<file path="src/rtl/blink_pkg.sv">
// Shared constants and FSM encoding for the Blink word-serial I/O controller.
package blink_pkg;
    localparam int BLINK_N         = 64;
    localparam int BLINK_TWEAK_LEN = 128;
    localparam int BLINK_ROUNDS    = 14;
    localparam int BLINK_KEY_W     = 448;
    localparam int BLINK_WORD_W    = 32;

    localparam int KEY_WORDS   = 14;
    localparam int TWEAK_WORDS = 4;
    localparam int PT_WORDS    = 2;
    localparam int BLK_WORDS   = 20;

    typedef enum logic [1:0] {
        BLINK_LOAD = 2'd0,
        BLINK_RUN  = 2'd1,
        BLINK_OUT  = 2'd2
    } blink_state_e;
endpackage

</file>
<file path="src/rtl/blink_word_loader.sv">
// Word counter and slot-decoded write enables that assemble k0/t/p from 32-bit words.
// BLINK_KEY_RETAIN_EN adds key_req and the retained-key skip of the 14 key slots.
module blink_word_loader
    import blink_pkg::*;
(
    input  logic                       clk,
    input  logic                       rst,
    input  logic                       wr,
    input  logic [BLINK_WORD_W-1:0]    data,
`ifdef BLINK_KEY_RETAIN_EN
    input  logic                       key_req,
`endif
    output logic                       first,
    output logic                       last,
    output logic [BLINK_KEY_W-1:0]     k0,
    output logic [BLINK_TWEAK_LEN-1:0] t,
    output logic [BLINK_N-1:0]         p
);
    logic [4:0]              wc;
    logic [4:0]              slot;
    logic                    skip_key;
    logic [BLK_WORDS-1:0]    we;
    logic [BLINK_WORD_W-1:0] key_w [KEY_WORDS];
    logic [BLINK_WORD_W-1:0] tw_w  [TWEAK_WORDS];
    logic [BLINK_WORD_W-1:0] pt_w  [PT_WORDS];

`ifdef BLINK_KEY_RETAIN_EN
    logic key_valid;

    // A key-less request before any key was ever loaded still loads a key.
    assign skip_key = ~key_req & key_valid;

    always_ff @(posedge clk or posedge rst) begin
        if (rst)
            key_valid <= 1'b0;
        else if (we[KEY_WORDS-1])
            key_valid <= 1'b1;
    end
`else
    assign skip_key = 1'b0;
`endif

    assign first = (wc == 5'd0);
    assign slot  = (first && skip_key) ? 5'(KEY_WORDS) : wc;
    assign last  = wr && (slot == 5'(BLK_WORDS - 1));
    assign we    = wr ? (BLK_WORDS'(1) << slot) : '0;

    always_ff @(posedge clk or posedge rst) begin
        if (rst)
            wc <= 5'd0;
        else if (wr)
            wc <= last ? 5'd0 : slot + 5'd1;
    end

    always_ff @(posedge clk or posedge rst) begin
        if (rst) begin
            for (int i = 0; i < KEY_WORDS; i++)   key_w[i] <= '0;
            for (int i = 0; i < TWEAK_WORDS; i++) tw_w[i]  <= '0;
            for (int i = 0; i < PT_WORDS; i++)    pt_w[i]  <= '0;
        end else begin
            for (int i = 0; i < KEY_WORDS; i++)
                if (we[i]) key_w[i] <= data;
            for (int i = 0; i < TWEAK_WORDS; i++)
                if (we[KEY_WORDS + i]) tw_w[i] <= data;
            for (int i = 0; i < PT_WORDS; i++)
                if (we[KEY_WORDS + TWEAK_WORDS + i]) pt_w[i] <= data;
        end
    end

    // Least-significant word first within each field.
    for (genvar g = 0; g < KEY_WORDS; g++) begin : g_k0
        assign k0[g*BLINK_WORD_W +: BLINK_WORD_W] = key_w[g];
    end
    for (genvar g = 0; g < TWEAK_WORDS; g++) begin : g_t
        assign t[g*BLINK_WORD_W +: BLINK_WORD_W] = tw_w[g];
    end
    for (genvar g = 0; g < PT_WORDS; g++) begin : g_p
        assign p[g*BLINK_WORD_W +: BLINK_WORD_W] = pt_w[g];
    end
endmodule

</file>
<file path="src/rtl/blink_io_ctrl.sv">
// Word-serial front/back end for the Blink_64_128 core: load words, start core, return result.
// Optional BLINK_KEY_RETAIN_EN adds s_key for 6-word blocks reusing the retained key.
module blink_io_ctrl
    import blink_pkg::*;
#(
    parameter int LAT = 14
) (
    input  logic                       clk,
    input  logic                       rst,
    input  logic                       s_valid,
    output logic                       s_ready,
    input  logic [BLINK_WORD_W-1:0]    s_data,
    input  logic                       s_enc,
`ifdef BLINK_KEY_RETAIN_EN
    input  logic                       s_key,
`endif
    output logic                       m_valid,
    input  logic                       m_ready,
    output logic [BLINK_N-1:0]         m_data,
    output logic                       enc,
    output logic [BLINK_KEY_W-1:0]     k0,
    output logic [BLINK_TWEAK_LEN-1:0] t,
    output logic [BLINK_N-1:0]         p,
    output logic                       c_start,
    input  logic [BLINK_N-1:0]         c,
    output logic                       busy
);
    localparam int CNT_W = $clog2(LAT + 1);
    localparam logic [1:0] ST_LOAD = 2'(BLINK_LOAD);
    localparam logic [1:0] ST_RUN  = 2'(BLINK_RUN);
    localparam logic [1:0] ST_OUT  = 2'(BLINK_OUT);

    logic [1:0]       state;
    logic [CNT_W-1:0] cnt;
    logic             hs;
    logic             first;
    logic             last;

    // Stream handshakes: a transfer happens on a rising edge where valid & ready are both high;
    // ready/valid here come from registered state only, never from the partner's signal.
    assign s_ready = (state == ST_LOAD);
    assign m_valid = (state == ST_OUT);
    assign busy    = (state == ST_RUN) || (state == ST_OUT);
    assign hs      = s_valid & s_ready;

    blink_word_loader u_loader (
        .clk     (clk),
        .rst     (rst),
        .wr      (hs),
        .data    (s_data),
`ifdef BLINK_KEY_RETAIN_EN
        .key_req (s_key),
`endif
        .first   (first),
        .last    (last),
        .k0      (k0),
        .t       (t),
        .p       (p)
    );

    always_ff @(posedge clk or posedge rst) begin
        if (rst) begin
            state   <= ST_LOAD;
            cnt     <= '0;
            c_start <= 1'b0;
            m_data  <= '0;
            enc     <= 1'b0;
        end else begin
            c_start <= 1'b0;
            case (state)
                ST_LOAD: begin
                    if (hs && first)
                        enc <= s_enc;
                    if (last) begin
                        cnt     <= CNT_W'(LAT);
                        c_start <= 1'b1;
                        state   <= ST_RUN;
                    end
                end
                ST_RUN: begin
                    // cnt reaches zero on edge E0+LAT, so C is sampled on edge E0+LAT+1.
                    if (cnt == '0) begin
                        m_data <= c;
                        state  <= ST_OUT;
                    end else begin
                        cnt <= cnt - 1'b1;
                    end
                end
                ST_OUT: begin
                    if (m_ready)
                        state <= ST_LOAD;
                end
                default: state <= ST_LOAD;
            endcase
        end
    end
endmodule
</file>
<file path="config.mk">
export PLATFORM = sky130hd
export DESIGN_NAME = blink_io_ctrl
export DESIGN_NICKNAME = d
export VERILOG_FILES = /design/src/rtl/blink_pkg.sv /design/src/rtl/blink_word_loader.sv /design/src/rtl/blink_io_ctrl.sv
export SDC_FILE = /design/constraint.sdc
export NUM_CORES = 1
export LEC_CHECK = 0
export ABC_CLOCK_PERIOD_IN_PS = 51100
export BUFFER_PORTS_ARGS = -buffer_cell sky130_fd_sc_hd__buf_2
export CAP_MARGIN = 5
export CORE_AREA = 2 2 314 316
export CTS_CLUSTER_DIAMETER = 40
export DETAILED_ROUTE_END_ITERATION = 8
export DIE_AREA = 0 0 316 318
export GPL_ROUTABILITY_DRIVEN = 0
export PLACE_DENSITY = 0.54
export SKIP_CTS_REPAIR_TIMING = 1
export SLEW_MARGIN = 20
export SYNTH_ARGS = -nofsm -noshare
export SYNTH_HDL_FRONTEND = slang
export SYNTH_SLANG_ARGS = --single-unit
</file>
<file path="constraint.sdc">
create_clock -name clk -period 51.1 [get_ports clk]
set_clock_uncertainty 0.1 [all_clocks]
set_input_delay 7.665 -clock clk [delete_from_list [all_inputs] [get_ports clk]]
set_output_delay 7.665 -clock clk [all_outputs]
set_load 0.1 [all_outputs]
</file>
==> metrics.yaml, run 1 <==
run_status:
  status: "finished, final reports clean"
clocking:
  clockRootBuffer: "clkbuf_16"
  tritoncts: "done"
  numCtsBuffers: 107
  cts_num_sinks: 717
  clk_latency_ns: 0.66
  h-tree-depth: 3
  clockBufferDepth: 3
  cts.clk_slew.worst_paths_ns: 0.05
logic_synthesis:
  syn_nets: 1762
  ys_warn_count: 0
  syn_inst: 1649
  yosys.area.top_type_share_pct: 66.0
  avgSynthCellArea_um2: 16.5
  async_flop_share_pct: 100
  synth_seq_cells: 717
  ys.flop_type: "dfrtp_1"
  ys_types: 36
  synth_edf_count: 0
  synth_seq_area_share_pct: 66.0
  yosysTopAreaCell: "dfrtp_1"
  syn_area_um2: 27200
  ys_top_cells_by_area: "dfrtp_1, mux2_2, mux2_1"
placement:
  dp_slack_ns: 39.71
  port_buffers: 809
  dpl.hpwl_mm: 61.9
  placed_area_um2: 32500
routing:
  drcViolationCount: 0
  wire_per_inst_um: 23.0
  totalWireLength_mm: 88.4
  ant_nets: 0
  viasPerCell: 4.49
  drt_iter0_markers: 718
  vias: 17200
  first_pass_iters: 4
floorplanning:
  die_h_um: 318
  die_area_um2: 100000
  start_util_pct: 27.9
  core-area_um2: 97400
  num_io_pins: 810
  die_w_um: 316
  num_rows: 115
final_layout:
  drive_above_1_share_pct: 66.8
  fill_cells: 9323
  design_area_um2: 36600
  final_nets: 2571
  area_growth_pct: 34.4
sta:
  worstMarginPinSlew_ns: 1.05
  timing.final.crit_share_pct: 20.0
  fmax_mhz: 97.8
  drv_slew: 0
  hold_viol: 0
  final.min_clock_period_ns: 10.23
  worst_slack_ns: 40.87
  setup_viol: 0
  rsz0062_at_grt: "no"
  slew_headroom_pct: 30.3
  fin_setup_tns_ns: 0
worst_hold_path:
  worstHoldStart: "u_loader.t[67]"
  hold_path_depth: 1
  holdPathEnd: "u_loader.t[67]"
  hold_class: "flop to flop"
grt:
  grt_util_all_layers_pct: 17.4
  grt_pass1_wl_mm: 129
  antenna_found_initial: 8
  grt_pass1_vias: 18700
  grt_overflow: 0
  grt_max_degree: 171
worst_setup_path:
  r2r-end: "u_loader.k0[411]"
  endpoint_kind: "async pin"
  rr_startpoint: "state[1]"
  crit_required_ns: 51.71
  rrSetupSlack_ns: 47.76
  critical_path.startpoint_type: "input pin"
  critPathKind: "input pin to async pin"
  rr_worst_depth: 7
  path_max_fanout: 170
  worstPathArrival_ns: 10.84
flow_run:
  cap_violations: 0
## cell usage in the layout (no fill, tap or decap), types with 2 or more instances in the layout
cell type and n:
buf_12 2, clkinvlp_4 15, nand2_2 2, diode_2 4, buf_2 809, inv_6 9
o21ai_0 3, nand2b_1 2, nor2_1 4, clkbuf_16 110, clkinv_4 8, clkinv_8 2
clkbuf_8 11, nand3_2 5, dfrtp_1 717, nor3_4 2, buf_4 23, nor2_4 10
mux2_2 650, clkinv_2 12, ha_1 12, bufinv_16 23, mux2_1 58, nand3_1 4
o21a_1 2, nand2_1 10, inv_1 11, inv_8 4, clkbuf_1 8
## kinds of logic after synthesis
group | share of synthesized area (%)
flip-flops | 66.0
multiplexers | 29.4
buffers and inverters | 2.67
AO/OA/AOI/OAI | 0.350
AND/OR/NAND/NOR | 1.05
adder cells (fa/ha/maj) | 0.552
XOR/XNOR | 0.0322
## metrics by stage
| stage | utilization [%] | cells | hold WS [ns] |
|---|---|---|---|
| 5_1_grt | 37.5 | 3838 | 0.390 |
| 2_1_floorplan | - | 1649 | 0.387 |
| 6_report | 37.5 | 3842 | 0.381 |
| 3_5_place_dp | 33.4 | 3636 | 0.370 |
| 4_1_cts | 37.5 | 3838 | 0.382 |
| 3_3_place_gp | 33.4 | 3636 | 0.362 |
## metal layers
| layer | up-vias | share of wire (%) | global-route usage [%] |
|---|---|---|---|
| li1 | 7423 | - | - |
| met5 | - | 0.011 | 0 |
| met4 | 2 | 3.1 | 6.72 |
| met3 | 130 | 7.6 | 5.18 |
| met2 | 652 | 51 | 30.3 |
| met1 | 9030 | 39 | 20.1 |
## worst max path at each step
stage / from / endpoint / slack, ns / depth (start not counted)
3_3_place_gp: rst / u_loader.k0[142] / 39.89 / 5
3_5_place_dp: rst / u_loader.k0[142] / 39.71 / 5
6_report: rst / u_loader.t[74] / 40.87 / 5
4_1_cts: rst / u_loader.t[74] / 40.47 / 5
2_1_floorplan: rst / c_start / 23.22 / 1
5_1_grt: rst / u_loader.k0[364] / 40.34 / 5
## synthesized netlist by cell type (2+ instances only)
master,number
buf_6,3
buf_2,37
nor3_2,2
ha_1,12
nand3_1,9
buf_4,28
nor2_2,11
nand2b_1,2
mux2_1,58
dfrtp_1,717
nand2_1,12
mux2_2,650
o21ai_0,3
o21a_1,2
nor2_1,4
inv_1,12
and2_1,2
clkbuf_1,67
## worst max-delay path, cell delays in order
cell and delay, ns:
buf_2 0.13, inv_8 0.54, buf_4 0.74, buf_12 0.68, buf_6 0.65
## final cells by class
cell class / count / area [µm²] / area share, %
Tap cell: 1287 / 1610 / 4.41
Antenna cell: 4 / 10.0 / 0.0274
Clock buffer: 129 / 2930 / 8.03
Timing Repair Buffer: 835 / 4270 / 11.7
Sequential cell: 717 / 17900 / 49.1
Multi-Input combinational cell: 785 / 8620 / 23.6
Clock inverter: 73 / 1110 / 3.03
Inverter: 12 / 52.6 / 0.144
## registers in the layout, summed over array words and instances (netlist names)
signal / count
u_loader.slot: 5
u_loader.k0: 448
u_loader.p: 64
state: 2
u_loader.t: 128
m_data: 64
cnt: 4
enc: 1
c_start: 1
Power of run 1 is left out: the tool's default activity adds up to more than one toggle a clock period on the data nets, which glitch-free logic cannot reach.
==> inputs of run 2 (changes only) <==
--- a/config.mk
+++ b/config.mk
@@ -5,7 +5,7 @@
 export SDC_FILE = /design/constraint.sdc
 export NUM_CORES = 1
 export LEC_CHECK = 0
-export ABC_CLOCK_PERIOD_IN_PS = 51100
+export ABC_CLOCK_PERIOD_IN_PS = 10500
 export BUFFER_PORTS_ARGS = -buffer_cell sky130_fd_sc_hd__buf_2
 export CAP_MARGIN = 5
 export CORE_AREA = 2 2 314 316
==> constraint.sdc (replaced) <==
create_clock -name clk -period 10.5 [get_ports clk]
set_clock_uncertainty 0.1 [all_clocks]
set_input_delay 1.575 -clock clk [delete_from_list [all_inputs] [get_ports clk]]
set_output_delay 1.575 -clock clk [all_outputs]
set_load 0.1 [all_outputs]
==> run 2 against run 1 <==
Compared with the run above: highest routed layer is now met4; register-to-register slack got worse by 40 ns; via count increased by 1.1%; utilization decreased by 0.17 points; critical endpoint is now s_ready; die area unchanged.
==> metrics.yaml, run 2 (synthesis gave the netlist of run 1 again) <==
floorplanning:
  die_area_um2: 100000  # unchanged
  num_io_pins: 810  # unchanged
  die_w_um: 316  # unchanged
  start_util_pct: 27.9  # unchanged
  die_h_um: 318  # unchanged
  core-area_um2: 97400  # unchanged
  num_rows: 115  # unchanged
clocking:
  h-tree-depth: 3  # unchanged
  cts_num_sinks: 717  # unchanged
  clk_latency_ns: 0.66  # about the same
  clockBufferDepth: 3  # unchanged
  tritoncts: "done"
  clockRootBuffer: "clkbuf_16"
  numCtsBuffers: 108  # +0.93%
  cts.clk_slew.worst_paths_ns: 0.05  # about the same
worst_setup_path:
  worstPathArrival_ns: 2.08  # -8.76 ns
  rr_startpoint: "state[1]"
  path_delay_family: "buffers and inverters"
  critPathKind: "flop to primary output"
  cpPeakStageDelay_ns: 0.53  # -0.21 ns
  path_cells: "inv_1 > ha_1 > buf_2"
  crit_required_ns: 8.83  # -42.88 ns
  path_buf_inv: 2  # -3
  cp_slowest_cell: "buf_2"
  crit_path_start: "state[1]"
  path_max_fanout: 8  # -95%
  critical_path.startpoint_type: "flop"
  endpoint_kind: "primary output"
routing:
  vias: 17400  # +1.1%
  viasPerCell: 4.54  # +1.1%
  first_pass_iters: 4  # unchanged
  wire_per_inst_um: 23.6  # +2.5%
  ant_nets: 0  # unchanged
  totalWireLength_mm: 90.7  # +2.6%
  drt_iter0_markers: 680  # -5.3%
  drcViolationCount: 0  # unchanged
grt:
  grt_overflow: 0  # unchanged
  grt_pass1_vias: 19000  # +1.5%
  grt_pass1_wl_mm: 131  # +1.7%
  grt_max_degree: 122  # -29%
  grt_util_all_layers_pct: 17.8  # +0.33 points
  antenna_found_initial: 5  # -3
final_layout:
  layout_common_cells: "buf_2, dfrtp_1, mux2_2, clkbuf_16, mux2_1"
  post-route-util_pct: 37.3  # -0.17 points
  largest_register_ff_count: 448  # unchanged
  final_nets: 2578  # +0.27%
  layout_commonest_cell: "buf_2"
  drive_above_1_share_pct: 66.7  # -0.091 points
  area_growth_pct: 33.8
worst_hold_path:
  hold_class: "flop to flop"
  worstHoldStart: "u_loader.t[30]"
placement:
  port_buffers: 809  # unchanged
  dpl.hpwl_mm: 63.6  # +2.7%
sta:
  fmax_mhz: 266
  final.min_clock_period_ns: 3.76
  slew_headroom_pct: 33.8  # +3.5 points
  rsz0062_at_grt: "no"
  setup_viol: 0  # unchanged
  drv_slew: 0  # unchanged
  hold_viol: 0  # unchanged
  timing.final.crit_share_pct: 35.8
  worstMarginPinSlew_ns: 0.993  # -0.0531 ns
run_status:
  status: "finished, final reports clean"
flow_run:
  cap_violations: 0  # unchanged
-- run 2: final timing paths --
kind                       slack [ns]          endpoint  cells past startpoint
max                              6.74           s_ready                      3
max reg2reg                      7.30  u_loader.k0[135]                      7
min                              0.38    u_loader.t[30]                      1
min reg2reg                      0.38    u_loader.t[30]                      1
min in group asynchronous        1.07   u_loader.k0[40]                      3
max in group asynchronous        6.99  u_loader.k0[202]                      5
-- run 2: cell type report --
cell class,instances,area [µm²]
clock inverters,65,903
well taps,1287,1610
multi-input cells,785,8620
clock buffers,133,2940
diodes,3,7.51
repair buffers,841,4310
inverters,12,48.8
flip-flops and latches,717,17900
fillers,9280,61000
-- run 2: worst reg2reg max path, stage by stage, from the launching register on --
cell	delay [ns]
dfrtp_1	0.39
inv_1	0.13
ha_1	0.35
and3b_1	0.48
nand2_1	0.29
nor2_4	0.43
buf_4	0.47
mux2_2	0.45
-- run 2: metrics by stage --
step                      setup slack, ns  instance area, µm²  hold slack, ns  instances  setup TNS (ns)
after floorplan                    -0.995               27200           0.387       1649         -713.25
after global placement               6.40               32500           0.362       3641               0
after detailed placement             6.23               32500           0.369       3641               0
after CTS                            6.67               36400           0.381       3839               0
after global routing                 6.60               36400           0.391       3840               0
final                                6.74               36400           0.376       3843               0
-- run 2: per-layer routing --
metal | global-route usage (%) | part of all wire, % | vias up | wire (µm)
met5 | 0 | 0 | - | 0
met4 | 7.32 | 3.7 | 0 | 3320
met3 | 4.74 | 7.2 | 158 | 6520
met2 | 30.8 | 50 | 717 | 45400
met1 | 20.7 | 39 | 9107 | 35400
li1 | - | - | 7449 | -
Power of run 2 is left out for the same reason.
